File: config.mk
export PLATFORM = sky130hd
export DESIGN_NAME = microsequencer
export DESIGN_NICKNAME = d
export VERILOG_FILES = /design/src/rtl/microsequencer_pkg.sv /design/src/rtl/microsequencer_program_counter.sv /design/src/rtl/microsequencer.sv
export SDC_FILE = /design/constraint.sdc
export NUM_CORES = 1
export LEC_CHECK = 0
export BUFFER_PORTS_ARGS = -buffer_cell sky130_fd_sc_hd__buf_2
export CAP_MARGIN = 10
export CORE_MARGIN = 2
export CORE_UTILIZATION = 47
export CTS_CLUSTER_SIZE = 14
export DETAILED_ROUTE_END_ITERATION = 16
export PLACE_DENSITY = 0.86
export SETUP_SLACK_MARGIN = 0.02
export SYNTH_ARGS = -nofsm -noshare
export SYNTH_HDL_FRONTEND = slang
export SYNTH_SLANG_ARGS = --single-unit
File: constraint.sdc
create_clock -name clk -period 3.41 [get_ports clk]
set_input_delay 0.682 -clock clk [delete_from_list [all_inputs] [get_ports clk]]
set_output_delay 0.682 -clock clk [all_outputs]
set_load 0.02 [all_outputs]
File: src/rtl/microsequencer_pkg.sv
`default_nettype none
// ============================================================================
// Module      : microseq_pkg
// Description : Shared microinstruction field map, fixed fetch words and the
//               sequencer state encoding.
// Revision    : 1.0  initial release
// ============================================================================
package microseq_pkg;

    // Microinstruction word field positions
    localparam int UI_EO_BAR      = 15;
    localparam int UI_BUS_OUT_MSB = 14;
    localparam int UI_BUS_OUT_LSB = 12;
    localparam int UI_BUS_IN_MSB  = 11;
    localparam int UI_BUS_IN_LSB  = 8;
    localparam int UI_RT          = 7;
    localparam int UI_PP          = 6;
    localparam int UI_MI          = 5;
    localparam int UI_JZ          = 2;
    localparam int UI_JGT         = 1;
    localparam int UI_JLT         = 0;

    // Fixed words for the two fetch T-states and the idle word
    localparam logic [15:0] C_FETCH0 = 16'h8020;
    localparam logic [15:0] C_FETCH1 = 16'hB440;
    localparam logic [15:0] C_NOP    = 16'h8000;

    typedef enum logic [1:0] {
        ST_RUNNING  = 2'd0,
        ST_STOPPED  = 2'd1,
        ST_STEPPING = 2'd2
    } seq_state_t;

endpackage : microseq_pkg
`default_nettype wire

File: src/rtl/microsequencer_program_counter.sv
`default_nettype none
// ============================================================================
// Module      : program_counter
// Description : 16-bit program counter with enable, load (priority) and
//               increment, asynchronously cleared.
// Revision    : 1.0  initial release
// ============================================================================
module program_counter #(
    parameter int WIDTH = 16
) (
    input  logic             clk,
    input  logic             reset_bar,
    input  logic             en,
    input  logic             load,
    input  logic             inc,
    input  logic [WIDTH-1:0] d,
    output logic [WIDTH-1:0] q
);

    logic [WIDTH-1:0] r_pc;
    logic [WIDTH-1:0] w_pc_next;

    // Load beats increment; increment wraps naturally at all-ones
    always_comb begin
        w_pc_next = r_pc;
        if (en) begin
            if (load) begin
                w_pc_next = d;
            end else if (inc) begin
                w_pc_next = r_pc + WIDTH'(1);
            end
        end
    end

    always_ff @(posedge clk or negedge reset_bar) begin
        if (!reset_bar) begin
            r_pc <= '0;
        end else begin
            r_pc <= w_pc_next;
        end
    end

    assign q = r_pc;

endmodule : program_counter
`default_nettype wire

File: src/rtl/microsequencer.sv
`default_nettype none
// ============================================================================
// Module      : microsequencer
// Description : T-state counter, program counter and run/stop/single-step
//               control that forms the microcode ROM address and microword.
// Revision    : 1.0  initial release
// ============================================================================
module microsequencer
    import microseq_pkg::*;
#(
    parameter int TSTATE_BITS   = 3,
    parameter int OPCODE_BITS   = 8,
    parameter bit START_RUNNING = 1'b1
) (
    input  logic                               clk,
    input  logic                               reset_bar,
    input  logic [OPCODE_BITS-1:0]             opcode,
    input  logic [15:0]                        urom_data,
    output logic [OPCODE_BITS+TSTATE_BITS-1:0] uaddr,
    output logic [15:0]                        uinstr,
    input  logic                               rt,
    input  logic                               pp,
    input  logic                               jmp,
    input  logic [15:0]                        bus,
    output logic [15:0]                        pc,
    output logic [TSTATE_BITS-1:0]             tstate,
    input  logic                               run,
    input  logic                               step,
    output logic                               stopped
);

    localparam logic [TSTATE_BITS-1:0] C_TSTATE_MAX = '1;
    localparam seq_state_t C_RESET_STATE = START_RUNNING ? ST_RUNNING : ST_STOPPED;

    seq_state_t             r_state;
    seq_state_t             w_state_next;
    logic [TSTATE_BITS-1:0] r_tstate;
    logic [TSTATE_BITS-1:0] w_tstate_next;
    logic                   r_step_q;
    logic                   w_step_rise;
    logic                   w_active;
    logic                   w_boundary;

    assign w_active    = (r_state != ST_STOPPED);
    assign w_step_rise = step & ~r_step_q;

    // rt is honoured at any T-state, including the fetch states
    assign w_tstate_next = (rt || (r_tstate == C_TSTATE_MAX)) ? '0
                                                              : r_tstate + TSTATE_BITS'(1);
    assign w_boundary    = (w_tstate_next == '0);

    always_ff @(posedge clk or negedge reset_bar) begin
        if (!reset_bar) begin
            r_tstate <= '0;
            r_step_q <= 1'b0;
        end else begin
            r_step_q <= step;
            if (w_active) begin
                r_tstate <= w_tstate_next;
            end
        end
    end

    program_counter #(
        .WIDTH (16)
    ) u_program_counter (
        .clk       (clk),
        .reset_bar (reset_bar),
        .en        (w_active),
        .load      (jmp),
        .inc       (pp),
        .d         (bus),
        .q         (pc)
    );

    // FSM: state register
    always_ff @(posedge clk or negedge reset_bar) begin
        if (!reset_bar) begin
            r_state <= C_RESET_STATE;
        end else begin
            r_state <= w_state_next;
        end
    end

    // FSM: next state; leaving an active state only happens at a boundary
    always_comb begin
        w_state_next = r_state;
        case (r_state)
            ST_RUNNING: begin
                if (w_boundary && !run) begin
                    w_state_next = ST_STOPPED;
                end
            end
            ST_STOPPED: begin
                if (run) begin
                    w_state_next = ST_RUNNING;
                end else if (w_step_rise) begin
                    w_state_next = ST_STEPPING;
                end
            end
            ST_STEPPING: begin
                if (w_boundary) begin
                    w_state_next = run ? ST_RUNNING : ST_STOPPED;
                end
            end
            default: begin
                w_state_next = ST_STOPPED;
            end
        endcase
    end

    // FSM: outputs
    always_comb begin
        uinstr  = C_NOP;
        stopped = 1'b0;
        if (r_state == ST_STOPPED) begin
            stopped = 1'b1;
        end else if (r_tstate == '0) begin
            uinstr = C_FETCH0;
        end else if (r_tstate == TSTATE_BITS'(1)) begin
            uinstr = C_FETCH1;
        end else begin
            uinstr = urom_data;
        end
    end

    assign uaddr  = {opcode, r_tstate};
    assign tstate = r_tstate;

endmodule : microsequencer
`default_nettype wire

==> results of run 1 <==
-- logic make-up after synthesis --
family / count (synthesis)
AOI/OAI and AO/OA: 48
buffers and inverters: 24
DFF: 22
muxes: 4
adders and majority gates: 5
and+or+nand+nor: 84
-- through the flow --
stage	cell area, µm²	setup slack (ns)	util, %	total power (W)
2_1_floorplan	1580	1.24	-	0.00121
3_3_place_gp	1880	1.16	57.2	0.00146
3_5_place_dp	1880	1.14	57.2	0.00148
4_1_cts	1900	0.812	57.9	0.00160
5_1_grt	1900	0.644	57.9	0.00173
6_report	1900	0.847	57.9	0.00158
-- cells in the mapped netlist (3+ instances only) --
library cell and count:
o21ai_0 13, buf_4 11, nand3_1 5, nor3_1 10, inv_1 5, nand2b_1 4
nor2_1 24, a21oi_1 14, nand2_1 9, mux2i_1 3, clkbuf_1 3, and2_1 10
ha_1 5, o22ai_1 5, dfrtp_1 22, nor4_1 6
-- final timing paths --
check,to,slack (ns),depth (start not counted)
max,uinstr[1],0.85,7
min,u_program_counter.q[6],0.32,1
max reg2reg,u_program_counter.q[7],1.62,5
min reg2reg,r_state[0],0.52,1
max in group asynchronous,r_state[1],2.75,1
min in group clk,r_step_q,0.51,1
-- state kept, by name, summed over array words and instances, names as in the netlist --
signal and flops:
r_state 2, tstate 3, u_program_counter.q 16, r_step_q 1
-- power groups by stage --
| stage | Combinational, W | Sequential (W) | Clock [W] |
|---|---|---|---|
| 2_1_floorplan | 0.000576 | 0.000636 | 0 |
| 3_3_place_gp | 0.000929 | 0.000530 | 0 |
| 3_5_place_dp | 0.000943 | 0.000535 | 0 |
| 4_1_cts | 0.000945 | 0.000528 | 0.000122 |
| 5_1_grt | 0.00104 | 0.000553 | 0.000134 |
| 6_report | 0.000936 | 0.000531 | 0.000116 |
-- final cells by class --
cell class              instances  area, µm²
clock buffers                   3       22.5
fillers                       320       1380
inverters                       6       22.5
multi-input cells             141        863
flip-flops and latches         22        551
well taps                      46       57.6
repair buffers                 77        385
-- routing by layer --
layer  part of all wire, %  GRT usage, %
met2                    52          30.4
met1                    43          23.7
met5                     0             0
met3                   4.9          3.73
met4                     0          3.04
-- cell usage in the layout, fill, tap and decap left out, types with 3 or more instances in the layout --
master and instances:
clkbuf_4 3, nand2_1 9, and2_1 10, o21ai_0 13, o22ai_1 5, nor4_1 6
nor2_1 24, mux2i_1 3, buf_2 77, nand2b_1 4, dfrtp_1 22, nor3_1 10
inv_1 5, a21oi_1 14, nand3_1 5, ha_1 5
==> metrics.cfg, run 1 <==
[outcome]
outcome = finished, final reports clean

[global_routing]
antenna_found_initial = 0
overflow = 0
grt_max_degree = 42
grt_pass1_vias = 1183
grt_usage_pct = 17.9
grt_pass1_wl_um = 5250

[power_and_ir_drop]
p_clk_share_pct = 7.4
swShare_pct = 52.5
leakagePower_nw = 0.936
power.share.sequential_pct = 33.5
ir_worst_vdd_uv = 464
internal_power_w = 0.000752
switchingPower_w = 0.000832
power.density_mw_per_mm2 = 833
pwr-share-comb_pct = 59.1

[flow_run]
maxCapViolations = 0

[timing]
rsz0062_at_grt = no
worst_pin_slew_ns = 0.667
max_freq_mhz = 390
holdWs_ns = 0.316
slew_viol_final = 0
clock_skew_ns = 0.00875
fin_crit_ns = 2.56
finalHoldViolations = 0
relSlewSlack_pct = 55.5
fin_tns_setup_ns = 0
setup_viol = 0
period_share_pct = 75.2

[placement]
placed_cells = 292
place.gp.congestion = 0.860
portBuffers = 77
dp_hpwl_um = 2690

[yosys]
yosysSeqAreaShare_pct = 34.8
netlist_area_mm2 = 0.00158
synthCells = 187
ys_types = 45
synth_xor_area_share_pct = 0
synthFlopType = dfrtp_1
synth_top_area_share_pct = 34.8
ys_warn_count = 0
synth_edf_count = 0
muxShareOfSynthArea_pct = 2.61
synth_area_leaders = dfrtp_1, nor2_1, buf_4
async_reset_ff_share_pct = 100
synthSimpleGateAreaFrac_pct = 29.3
synth_top_family_by_area = simple AND/OR/NAND/NOR gates
synth_nets = 239
synth_adder_area_share_pct = 3.96
synth_compound_area_share_pct = 18.8
yosys.area.top_type = dfrtp_1
avgSynthCellArea_um2 = 8.45
ys_ff_latch = 22

[finish]
layout-drive-gt1-share_pct = 34.9
syn_to_final_growth_pct = 20.3
antenna_cells = 0
nets = 303
instances_no_fill = 295

[drt]
vias_per_cell = 5.31
wl_per_cell_um = 11.8
dr.pass1.iters = 4
first_iter_violations = 138
drt_wl_total_um = 3490
vias = 1566
ant_nets = 0
drc = 0

[worst_setup_path]
timing.rr.start = r_state[0]
path_cells = inv_1 > ha_1 > nor2_1 > nor2_1 > nor2_1 > and2_1 > buf_2
startpoint = tstate[0]
crit_slowest_cell = dfrtp_1
critical_path_class = reg -> out
cp.buffers_inverters = 2
critPathMaxFanout = 10
critPathLaunchType = flip-flop
crit_path_frequent_cell = nor2_1
end_kind = output port
worst_path_largest_cell_delay_ns = 0.42
critPathRequiredTime_ns = 2.73
arrival_ns = 1.88
crit_family = simple AND/OR/NAND/NOR gates

[clock_network]
cts_tree = yes
holdBufCountCts = 0
cts-resized-gates = 0
ctsRootBufferMaster = clkbuf_4
numCtsBuffers = 3
h-tree-depth = 1
clock_sinks = 22
clk_latency_ns = 0.31
clkTransAtPathRegs_ns = 0.12
post_cts_buffers = 0
cts_buffer_depth = 2

[floorplan]
die_h_um = 62.0
die-area_mm2 = 0.00384
start_util_pct = 48.1
io_pins = 94
placementRows = 21
core_area_mm2 = 0.00328
die_w_um = 62.0

[hold_path]
holdCritPathClass = in -> async

Power figures use the tool's default switching activity.
==> run 2: changes to the inputs <==
- CORE_UTILIZATION: 47 -> 39
- PLACE_DENSITY: 0.86 -> 0.76
- clock period: 3.41 -> 2.25 ns (I/O delays scaled with it)
==> run 2 against run 1 <==
Net effect: wire length rose by 15%; die area grew 19%; first-iteration DRC count shrank 36%; count of clock-buffer cells in the layout unchanged; final cell count increased by 3.4%; hold slack worse by 0.16 ns; clock skew is 0.0036 ns lower; register-to-register slack lost 1.0 ns.
==> metrics.cfg, run 2 (synthesized netlist as in run 1, its figures left out) <==
[finish]
layout-drive-gt1-share_pct = 37.6  ; was 34.9%
instances_no_fill = 305  ; was 295
mostFrequentLayoutCells = buf_2, nor2_1, dfrtp_1  ; unchanged
syn_to_final_growth_pct = 25.4  ; was 20.3%
nets = 309  ; was 303
final_common_cell = buf_2  ; unchanged
fillers = 396  ; was 320
largest_reg_flops = 16  ; unchanged
antenna_cells = 0  ; unchanged

[floorplan]
die_h_um = 67.7  ; was 62.0 µm
die-area_mm2 = 0.00458  ; was 0.00384 mm²
start_util_pct = 40.1  ; was 48.1%
io_pins = 94  ; unchanged
die_w_um = 67.7  ; was 62.0 µm
placementRows = 23  ; was 21
core_area_mm2 = 0.00394  ; was 0.00328 mm²

[worst_setup_path]
crit_slowest_cell = dfrtp_1  ; unchanged
critPathLaunchType = flip-flop  ; unchanged
worstReg2RegEnd = u_program_counter.q[14]  ; was u_program_counter.q[7]
timing.rr.start = u_program_counter.q[0]  ; was r_state[0]
reg2reg_setup_slack_ns = 0.60  ; was 1.62 ns
critical_path_class = reg -> out  ; unchanged
worst_path_largest_cell_delay_ns = 0.39  ; was 0.42 ns
critPathMaxFanout = 4  ; was 10
r2r_cells = 5  ; unchanged
critPathRequiredTime_ns = 1.80  ; was 2.73 ns
cp.buffers_inverters = 2  ; unchanged
crit_family = simple AND/OR/NAND/NOR gates  ; unchanged
end_kind = output port  ; unchanged
arrival_ns = 1.63  ; was 1.88 ns
path_cells = inv_1 > ha_1 > nor2_1 > nor2_2 > or3_1 > buf_2  ; was inv_1 > ha_1 > nor2_1 > nor2_1 > nor2_1 > and2_1 > buf_2

[clock_network]
cts_buffer_depth = 2  ; unchanged
numCtsBuffers = 3  ; unchanged
holdBufCountCts = 0  ; unchanged
clk_latency_ns = 0.26  ; was 0.31 ns
h-tree-depth = 1  ; unchanged
clock_sinks = 22  ; unchanged
ctsRootBufferMaster = clkbuf_8  ; was clkbuf_4
clkTransAtPathRegs_ns = 0.08  ; was 0.12 ns
cts_tree = yes  ; unchanged

[drt]
first_iter_violations = 88  ; was 138
wl_per_cell_um = 13.1  ; was 11.8 µm
ant_nets = 0  ; unchanged
vias_per_cell = 5.22  ; was 5.31
vias = 1592  ; was 1566
dr.pass1.iters = 4  ; unchanged
drc = 0  ; unchanged
drt_wl_total_um = 4000  ; was 3490 µm

[power_and_ir_drop]
power.share.sequential_pct = 31.3  ; was 33.5%
leakagePower_nw = 0.972  ; was 0.936 nW
switchingPower_w = 0.00133  ; was 0.000832 W
pwr-share-comb_pct = 59.3  ; was 59.1%
swShare_pct = 51.6  ; was 52.5%
ir_worst_vdd_uv = 525  ; was 464 µV
power.density_mw_per_mm2 = 1300  ; was 833 mW/mm²
p_clk_share_pct = 9.4  ; was 7.4%
internal_power_w = 0.00125  ; was 0.000752 W

[placement]
dp_hpwl_um = 3000  ; was 2690 µm
portBuffers = 77  ; unchanged
place.gp.congestion = 0.798  ; was 0.860
placed_cells = 300  ; was 292

[timing]
max_freq_mhz = 481
worst_pin_slew_ns = 0.526  ; was 0.667 ns
fin_tns_setup_ns = 0  ; unchanged
finalHoldViolations = 0  ; unchanged
relSlewSlack_pct = 64.9  ; was 55.5%
clock_skew_ns = 0.00517  ; was 0.00875 ns
rsz0062_at_grt = no  ; unchanged
setup_viol = 0  ; unchanged
period_share_pct = 92.4
slew_viol_final = 0  ; unchanged
fin_crit_ns = 2.08

[global_routing]
grt_pass1_wl_um = 6030  ; was 5250 µm
grt_pass1_vias = 1305  ; was 1183
grt_max_degree = 32  ; was 42
grt_usage_pct = 17.1  ; was 17.9%
antenna_found_initial = 0  ; unchanged
overflow = 0  ; unchanged

[hold_path]
holdCritPathClass = in -> async  ; unchanged

[outcome]
outcome = finished, final reports clean  ; unchanged

[flow_run]
maxCapViolations = 0  ; unchanged

[run 2: power groups by stage]
stage | Sequential [W] | Clock (W) | Combinational [W]
3_3_place_gp | 0.000805 | 0 | 0.00146
6_report | 0.000809 | 0.000243 | 0.00153
4_1_cts | 0.000807 | 0.000254 | 0.00149
5_1_grt | 0.000844 | 0.000271 | 0.00168
3_5_place_dp | 0.000816 | 0 | 0.00148
2_1_floorplan | 0.000965 | 0 | 0.000873
[run 2: how the worst max path moves through the flow]
stage,startpoint,to,slack (ns),cells past startpoint
after floorplan,tstate[0],uinstr[0],0.31,6
after global placement,tstate[0],uinstr[9],0.33,7
after detailed placement,tstate[0],uinstr[9],0.24,7
after CTS,tstate[0],uinstr[9],0.07,7
after global routing,tstate[0],uinstr[4],0.03,7
final,tstate[0],uinstr[15],0.17,6
[run 2: through the flow]
step / power [W] / worst slack, ns / hold slack [ns] / instance area, µm² / utilization (%)
final: 0.00258 / 0.170 / 0.156 / 1980 / 50.3
after global routing: 0.00279 / 0.0329 / 0.199 / 1980 / 50.3
after CTS: 0.00256 / 0.0739 / 0.176 / 1960 / 49.7
after detailed placement: 0.00230 / 0.242 / 0.464 / 1910 / 48.6
after global placement: 0.00226 / 0.326 / 0.453 / 1910 / 48.6
after floorplan: 0.00184 / 0.314 / 0.154 / 1580 / -
[run 2: what timing repair did]
action / in CTS / in global routing
resized for setup: 1 / 3
setup buffers: 0 / 1
endpoints found under the setup margin: 10 / 11
gates cloned: 0 / 1
[run 2: layout make-up]
| class | instances | area, µm² | share of cell area (%) |
|---|---|---|---|
| multi-input cells | 142 | 882 | 44.5 |
| flip-flops and latches | 22 | 551 | 27.8 |
| repair buffers | 82 | 423 | 21.3 |
| well taps | 50 | 62.6 | 3.16 |
| clock buffers | 3 | 41.3 | 2.08 |
| inverters | 6 | 22.5 | 1.14 |
[run 2: routing by layer]
metal / global-route usage [%] / wire length [µm]
met4: 2.55 / 21
met5: 0 / 0
met1: 22.4 / 1830
met3: 3.83 / 187
met2: 29.2 / 1960
[run 2: worst reg2reg max path, cell delays in order, from the launching register on]
cell and delay (ns):
dfrtp_1 0.44, ha_1 0.23, nand3_1 0.27, nor4_1 0.29
a2bb2oi_1 0.20, o21ai_0 0.10
